`config.mk`:
```
export PLATFORM = sky130hd
export DESIGN_NAME = framebuffer_port_arbiter
export DESIGN_NICKNAME = d
export VERILOG_FILES = /design/src/rtl/framebuffer_port_arbiter.sv
export SDC_FILE = /design/constraint.sdc
export NUM_CORES = 1
export LEC_CHECK = 0
export BUFFER_PORTS_ARGS = -buffer_cell sky130_fd_sc_hd__buf_4
export CORE_ASPECT_RATIO = 1.4
export CORE_MARGIN = 2
export CORE_UTILIZATION = 45
export CTS_BUF_LIST = sky130_fd_sc_hd__clkbuf_16
export CTS_CLUSTER_DIAMETER = 120
export DETAILED_ROUTE_END_ITERATION = 16
export PLACE_DENSITY = 0.78
export SETUP_SLACK_MARGIN = 0.3
export SLEW_MARGIN = 15
export SYNTH_ARGS = -nofsm -noshare
export SYNTH_HDL_FRONTEND = slang
export SYNTH_SLANG_ARGS = --single-unit
```
`constraint.sdc`:
```
create_clock -name clk -period 2.9 [get_ports clk]
set_input_delay 0.435 -clock clk [delete_from_list [all_inputs] [get_ports clk]]
set_output_delay 0.435 -clock clk [all_outputs]
set_load 0.005 [all_outputs]
```
`src/rtl/framebuffer_port_arbiter.sv`:
```
// framebuffer_port_arbiter: shares one synchronous-read framebuffer port between
// display scan-out (highest priority), a clear-screen sweep and a lab-side pixel writer.
module framebuffer_port_arbiter #(
    parameter int screen_width  = 640,
    parameter int screen_height = 480,
    parameter int w_x           = $clog2(screen_width),
    parameter int w_y           = $clog2(screen_height),
    parameter int w_pixel       = 24,
    parameter int w_addr        = $clog2(screen_width*screen_height)
) (
    input  logic               clk,
    input  logic               rst,
    input  logic               pixel_en,
    input  logic               display_on,
    input  logic [w_x-1:0]     x,
    input  logic [w_y-1:0]     y,
    output logic [w_pixel-1:0] pix_out,
    output logic               pix_valid,
    input  logic               wr_valid,
    output logic               wr_ready,
    input  logic [w_x-1:0]     wr_x,
    input  logic [w_y-1:0]     wr_y,
    input  logic [w_pixel-1:0] wr_data,
    input  logic               clear_req,
    input  logic [w_pixel-1:0] clear_color,
    output logic               clear_busy,
    output logic               clear_done,
    output logic [15:0]        drop_count,
    output logic [w_addr-1:0]  mem_addr,
    output logic               mem_we,
    output logic [w_pixel-1:0] mem_wdata,
    input  logic [w_pixel-1:0] mem_rdata
);
    typedef enum logic {IDLE, CLEAR} state_t;
    localparam logic [w_addr-1:0] last_addr = w_addr'(screen_width*screen_height-1);
    localparam logic [w_addr-1:0] width_a = w_addr'(screen_width);
    localparam logic [w_x:0] x_lim = (w_x+1)'(screen_width);
    localparam logic [w_y:0] y_lim = (w_y+1)'(screen_height);
    state_t state_q, state_d;
    logic [w_addr-1:0] cnt_q, cnt_d;
    logic [w_pixel-1:0] color_q, color_d;
    logic [w_pixel-1:0] pix_q, pix_d;
    logic [15:0] drop_q, drop_d;
    logic done_q, done_d;
    logic pv_q, pv_d;
    logic rd1_q, rd1_d;
    logic on1_q, on1_d;
    logic rd, clr_wr, wr_fire, in_range;
    assign rd       = pixel_en && display_on;
    assign clr_wr   = state_q == CLEAR && !rd;
    assign wr_fire  = state_q == IDLE && !rd && wr_valid;
    assign in_range = {1'b0, wr_x} < x_lim && {1'b0, wr_y} < y_lim;
    always_comb begin
        mem_addr  = '0;
        mem_we    = 1'b0;
        mem_wdata = '0;
        if (!rst) begin
            if (rd) begin
                mem_addr = w_addr'(y) * width_a + w_addr'(x);
            end else if (clr_wr) begin
                mem_addr  = cnt_q;
                mem_wdata = color_q;
                mem_we    = 1'b1;
            end else if (wr_fire && in_range) begin
                mem_addr  = w_addr'(wr_y) * width_a + w_addr'(wr_x);
                mem_wdata = wr_data;
                mem_we    = 1'b1;
            end
        end
    end
    assign wr_ready = !rst && state_q == IDLE && !rd;
    always_comb begin
        state_d = state_q;
        cnt_d   = cnt_q;
        color_d = color_q;
        done_d  = 1'b0;
        drop_d  = drop_q;
        if (state_q == IDLE && clear_req) begin
            state_d = CLEAR;
            cnt_d   = '0;
            color_d = clear_color;
        end
        // the counter only advances on cycles that actually wrote, so display reads never leave gaps
        if (clr_wr) begin
            cnt_d = cnt_q + 1'b1;
            if (cnt_q == last_addr) begin
                state_d = IDLE;
                done_d  = 1'b1;
            end
        end
        if (wr_fire && !in_range && drop_q != 16'hFFFF)
            drop_d = drop_q + 16'd1;
        rd1_d = pixel_en;
        on1_d = display_on;
        pv_d  = rd1_q;
        pix_d = rd1_q ? (on1_q ? mem_rdata : '0) : pix_q;
    end
    always_ff @(posedge clk) begin
        if (rst) begin
            state_q <= IDLE;
            cnt_q   <= '0;
            color_q <= '0;
            done_q  <= 1'b0;
            drop_q  <= '0;
            pix_q   <= '0;
            pv_q    <= 1'b0;
            rd1_q   <= 1'b0;
            on1_q   <= 1'b0;
        end else begin
            state_q <= state_d;
            cnt_q   <= cnt_d;
            color_q <= color_d;
            done_q  <= done_d;
            drop_q  <= drop_d;
            pix_q   <= pix_d;
            pv_q    <= pv_d;
            rd1_q   <= rd1_d;
            on1_q   <= on1_d;
        end
    end
    assign pix_out    = pix_q;
    assign pix_valid  = pv_q;
    assign clear_busy = state_q == CLEAR;
    assign clear_done = done_q;
    assign drop_count = drop_q;
endmodule

```
==> run summary <==
=====================================================================================
Run status ............................................................. finished, violations left
Violations in the final reports ........................................ setup timing
Post-Route WL ..........................................................     16170 µm
Max Fclk ...............................................................    314.6 MHz
Number of failing setup endpoints in the final timing report ...........            7
Vias in the first global route .........................................         5442
Count of endpoints failing hold in the final timing report .............            0
Core area ..............................................................  0.01188 mm²
Net count reported at finish ...........................................         1077
Gate family responsible for the most delay along the worst path ........  adder cells
First-pass GRT wire length .............................................     25430 µm
Cells along the critical path .......................................... buf_4 -> buf_4 -> ha_2 -> ha_4 -> inv_2 -> fa_2 -> nor3b_4 -> nand3b_1 -> nor3_4 -> nand4_1 -> a211oi_2 -> buf_4
Antenna Violating Nets Remaining .......................................            0
Final clock period utilization by the worst path .......................       109.6%
Estimated wirelength of the detail-placed design .......................     11670 µm
Max FO, Critical Path ..................................................            3
Worst Hold Slack .......................................................    0.3251 ns
Unrepaired setup endpoints after global routing ........................          yes
Number of vias in the routed layout ....................................         5796
Minimum period implied by the final worst setup slack ..................     3.179 ns
Total iterations of the first detailed-routing run .....................            5
Leakage power summed over all cells ....................................     3.587 nW
Mapped cell area ....................................................... 0.005494 mm²
Post-synthesis average cell area .......................................    7.951 µm²
TritonCTS clock tree ...................................................         done
Growth of design area from synthesis to finish .........................       47.92%
Largest net degree at the start of global routing ......................          107
Antenna violations before repair .......................................            0
Top area cells in the synthesized netlist .............................. sky130_fd_sc_hd__dfxtp_1, sky130_fd_sc_hd__ha_1, sky130_fd_sc_hd__nand2_1
Gate power share .......................................................        29.4%
Num Clock Sinks ........................................................           88
Top-area cell type share of the netlist area ...........................       32.07%
Worst setup path category .............................................. primary input to output pin
Fraction of power consumed by sequential logic .........................        37.3%
Overall die height .....................................................     134.7 µm
Net switching component of the power ...................................  0.0009497 W
Count of buffers from port buffering ...................................          203
Clock-pin slew of the registers on the worst-case setup and hold paths .      0.06 ns
Rel. slew slack ........................................................       42.91%
Number of buffers created by CTS .......................................            9
Slowest stage cell, crit path .......................................... sky130_fd_sc_hd__fa_2
Detail-routed via count per cell .......................................        5.402
Fin cells ..............................................................         1073
Crit-path max cell delay ...............................................      0.48 ns
Internal power .........................................................   0.002425 W
Detailed-route DRC error count .........................................            0
Max Clock Skew .........................................................  0.006171 ns
Share of synthesized area occupied by flip-flops and latches ...........       32.07%
Proportion of layout cells with a drive suffix above 1 .................       36.50%
Worst voltage drop across the vdd grid .................................    0.2508 mV
Endpoint required time on the critical path ............................      2.47 ns
Insertion delay of the later-clocked pin in the worst-skew pair ........      0.34 ns
Post-synthesis sequential element count ................................           88
Count leader, synth .................................................... sky130_fd_sc_hd__nand2_1
Min-delay worst type ................................................... primary input to register
Starting Density .......................................................       46.25%
H-tree level count .....................................................            3
Count of mapped cells out of synthesis .................................          691
Violation count after the first detailed-routing iteration .............          224
Total global routing track utilization .................................       23.19%
Leading post-synthesis cells by instance count ......................... sky130_fd_sc_hd__nand2_1, sky130_fd_sc_hd__dfxtp_1, sky130_fd_sc_hd__nor2_1, sky130_fd_sc_hd__a21oi_1
Cell at the root of the clock tree ..................................... sky130_fd_sc_hd__clkbuf_16
Switching fraction of total power ......................................       28.14%
Dpl cells ..............................................................         1052
Clock network power share ..............................................        33.2%
Leading area contributor after synthesis ............................... sky130_fd_sc_hd__dfxtp_1
Post-synth ARST share ..................................................           0%
Post-synthesis net count ...............................................          847
Number of enable flip-flop cells after synthesis .......................            0
Arrival time at the worst endpoint .....................................      2.74 ns
Routed length per instance .............................................     15.07 µm
Cell Pwr Density ....................................................... 415.2 mW/mm²
Max Transition Viols Final .............................................            0
Weighted congestion at the end of routability-driven global placement ..       0.8927
Maximum clock insertion buffer count ...................................            2
CP Launch Type ......................................................... primary input
# IOs ..................................................................          204
Total global routing overflow ..........................................            0
Area of the die ........................................................  0.01312 mm²
Design Power ...........................................................   0.003374 W
Main flop type after synthesis ......................................... sky130_fd_sc_hd__dfxtp_1
Layout Utilization .....................................................       68.41%
Number of rows created at floorplan ....................................           47
WP buf/inv .............................................................            4
Count of unique library cells instantiated by Yosys ....................           60
Count of yosys warnings during synthesis ...............................            0
Total of max-cap violations ............................................            0
Diodes inserted ........................................................            0
Most used cell along the critical path ................................. sky130_fd_sc_hd__buf_4
Smallest setup slack after layout ......................................   -0.2791 ns
Type of element capturing the critical path ............................   output pin
Worst Tran Pin Value ...................................................    0.8563 ns
Die Span X .............................................................     97.39 µm
=====================================================================================
-- metal layers --
metal	GRT usage (%)	vias up	wire (µm)
met5	0	-	0
met2	41.65	198	8249
met3	4.607	26	893
li1	-	2885	-
met4	6.559	0	359
met1	28.15	2687	6665
-- layout make-up --
class                           instances  area, µm²
Multi-Input combinational cell        550       3864
Fill cell                             995       3752
Timing Repair Buffer                  260       1984
Sequential cell                        88       1762
Clock buffer                            9      225.2
Tap cell                              147      183.9
Clock inverter                          7      62.56
Inverter                               12      45.04
-- flip-flops by register name (all words and copies together) (netlist names) --
register    cells
on1_q           1
pv_d            1
clear_done      1
pix_valid       1
clear_busy      1
drop_count     16
color_q        24
cnt_q          19
pix_out        24
-- cell usage in the layout (no fill, tap or decap), types with 4 or more instances in the layout --
cell	n
sky130_fd_sc_hd__a31oi_1	6
sky130_fd_sc_hd__nor2_1	83
sky130_fd_sc_hd__nor3_2	4
sky130_fd_sc_hd__a21oi_2	5
sky130_fd_sc_hd__mux2i_1	4
sky130_fd_sc_hd__xnor2_1	19
sky130_fd_sc_hd__and3_1	6
sky130_fd_sc_hd__nor3_1	12
sky130_fd_sc_hd__a21oi_1	62
sky130_fd_sc_hd__a211oi_2	5
sky130_fd_sc_hd__nor2b_1	30
sky130_fd_sc_hd__a221oi_2	5
sky130_fd_sc_hd__ha_4	13
sky130_fd_sc_hd__a22o_1	15
sky130_fd_sc_hd__inv_1	12
sky130_fd_sc_hd__a22oi_1	9
sky130_fd_sc_hd__a21o_1	12
sky130_fd_sc_hd__a211oi_1	6
sky130_fd_sc_hd__a221oi_1	11
sky130_fd_sc_hd__buf_4	256
sky130_fd_sc_hd__clkbuf_16	9
sky130_fd_sc_hd__xor2_1	16
sky130_fd_sc_hd__nand4_1	10
sky130_fd_sc_hd__nand2_1	91
sky130_fd_sc_hd__nand3_1	29
sky130_fd_sc_hd__ha_1	20
sky130_fd_sc_hd__dfxtp_1	88
sky130_fd_sc_hd__o21ai_0	5
sky130_fd_sc_hd__and2_1	6
-- timing repair --
item,4_1_cts,5_1_grt
cloned,0,0
hold buffers,0,0
setup endpoints to repair,8,22
pin swaps,14,21
resized for setup,26,16
setup buffers,1,4
-- power by group through the flow --
stage          Combinational (W)  Clock, W  Sequential (W)
6_report                0.000993   0.00112         0.00126
5_1_grt                  0.00107   0.00120         0.00126
2_1_floorplan           0.000469         0         0.00128
4_1_cts                 0.000933   0.00115         0.00126
3_3_place_gp            0.000855         0         0.00129
3_5_place_dp            0.000869         0         0.00129
-- through the flow --
stage	setup TNS, ns	worst slack, ns	cell area (µm²)
2_1_floorplan	0	0.05617	5567
3_3_place_gp	-1.604	-0.2776	7540
3_5_place_dp	-1.835	-0.3263	7540
4_1_cts	-1.274	-0.2618	7988
5_1_grt	-2.064	-0.3836	8127
6_report	-1.539	-0.2791	8127
-- worst reg2reg max path, cell delays in order (launching register included) --
cell and delay (ns):
sky130_fd_sc_hd__dfxtp_1 0.63, sky130_fd_sc_hd__nand2_1 0.31, sky130_fd_sc_hd__nor3_4 0.36, sky130_fd_sc_hd__nor3b_4 0.31
sky130_fd_sc_hd__nand3_2 0.11, sky130_fd_sc_hd__mux2_4 0.31, sky130_fd_sc_hd__nor2_2 0.08
-- cells by family (layout without fill, tap and decap cells) --
logic type / count (synthesis) / in the layout / synth area share (%)
AO/OA/AOI/OAI: 158 / 158 / 19.31
XOR/XNOR: 39 / 39 / 6.354
adder cells (fa/ha/maj): 40 / 40 / 9.656
buffers and inverters: 53 / 288 / 3.758
flip-flops: 88 / 88 / 32.07
multiplexers: 9 / 9 / 1.822
AND/OR/NAND/NOR: 304 / 304 / 27.03
-- worst paths after layout --
| kind | start | to | depth (start not counted) | slack (ns) |
|---|---|---|---|---|
| hold / removal | mem_rdata[10] | pix_out[10] | 3 | 0.33 |
| setup / recovery | y[2] | mem_addr[18] | 12 | -0.28 |
| setup reg to reg | clear_busy | cnt_q[15] | 6 | 0.73 |
| hold reg to reg | color_q[10] | color_q[10] | 2 | 0.45 |
Power figures use the tool's default switching activity.
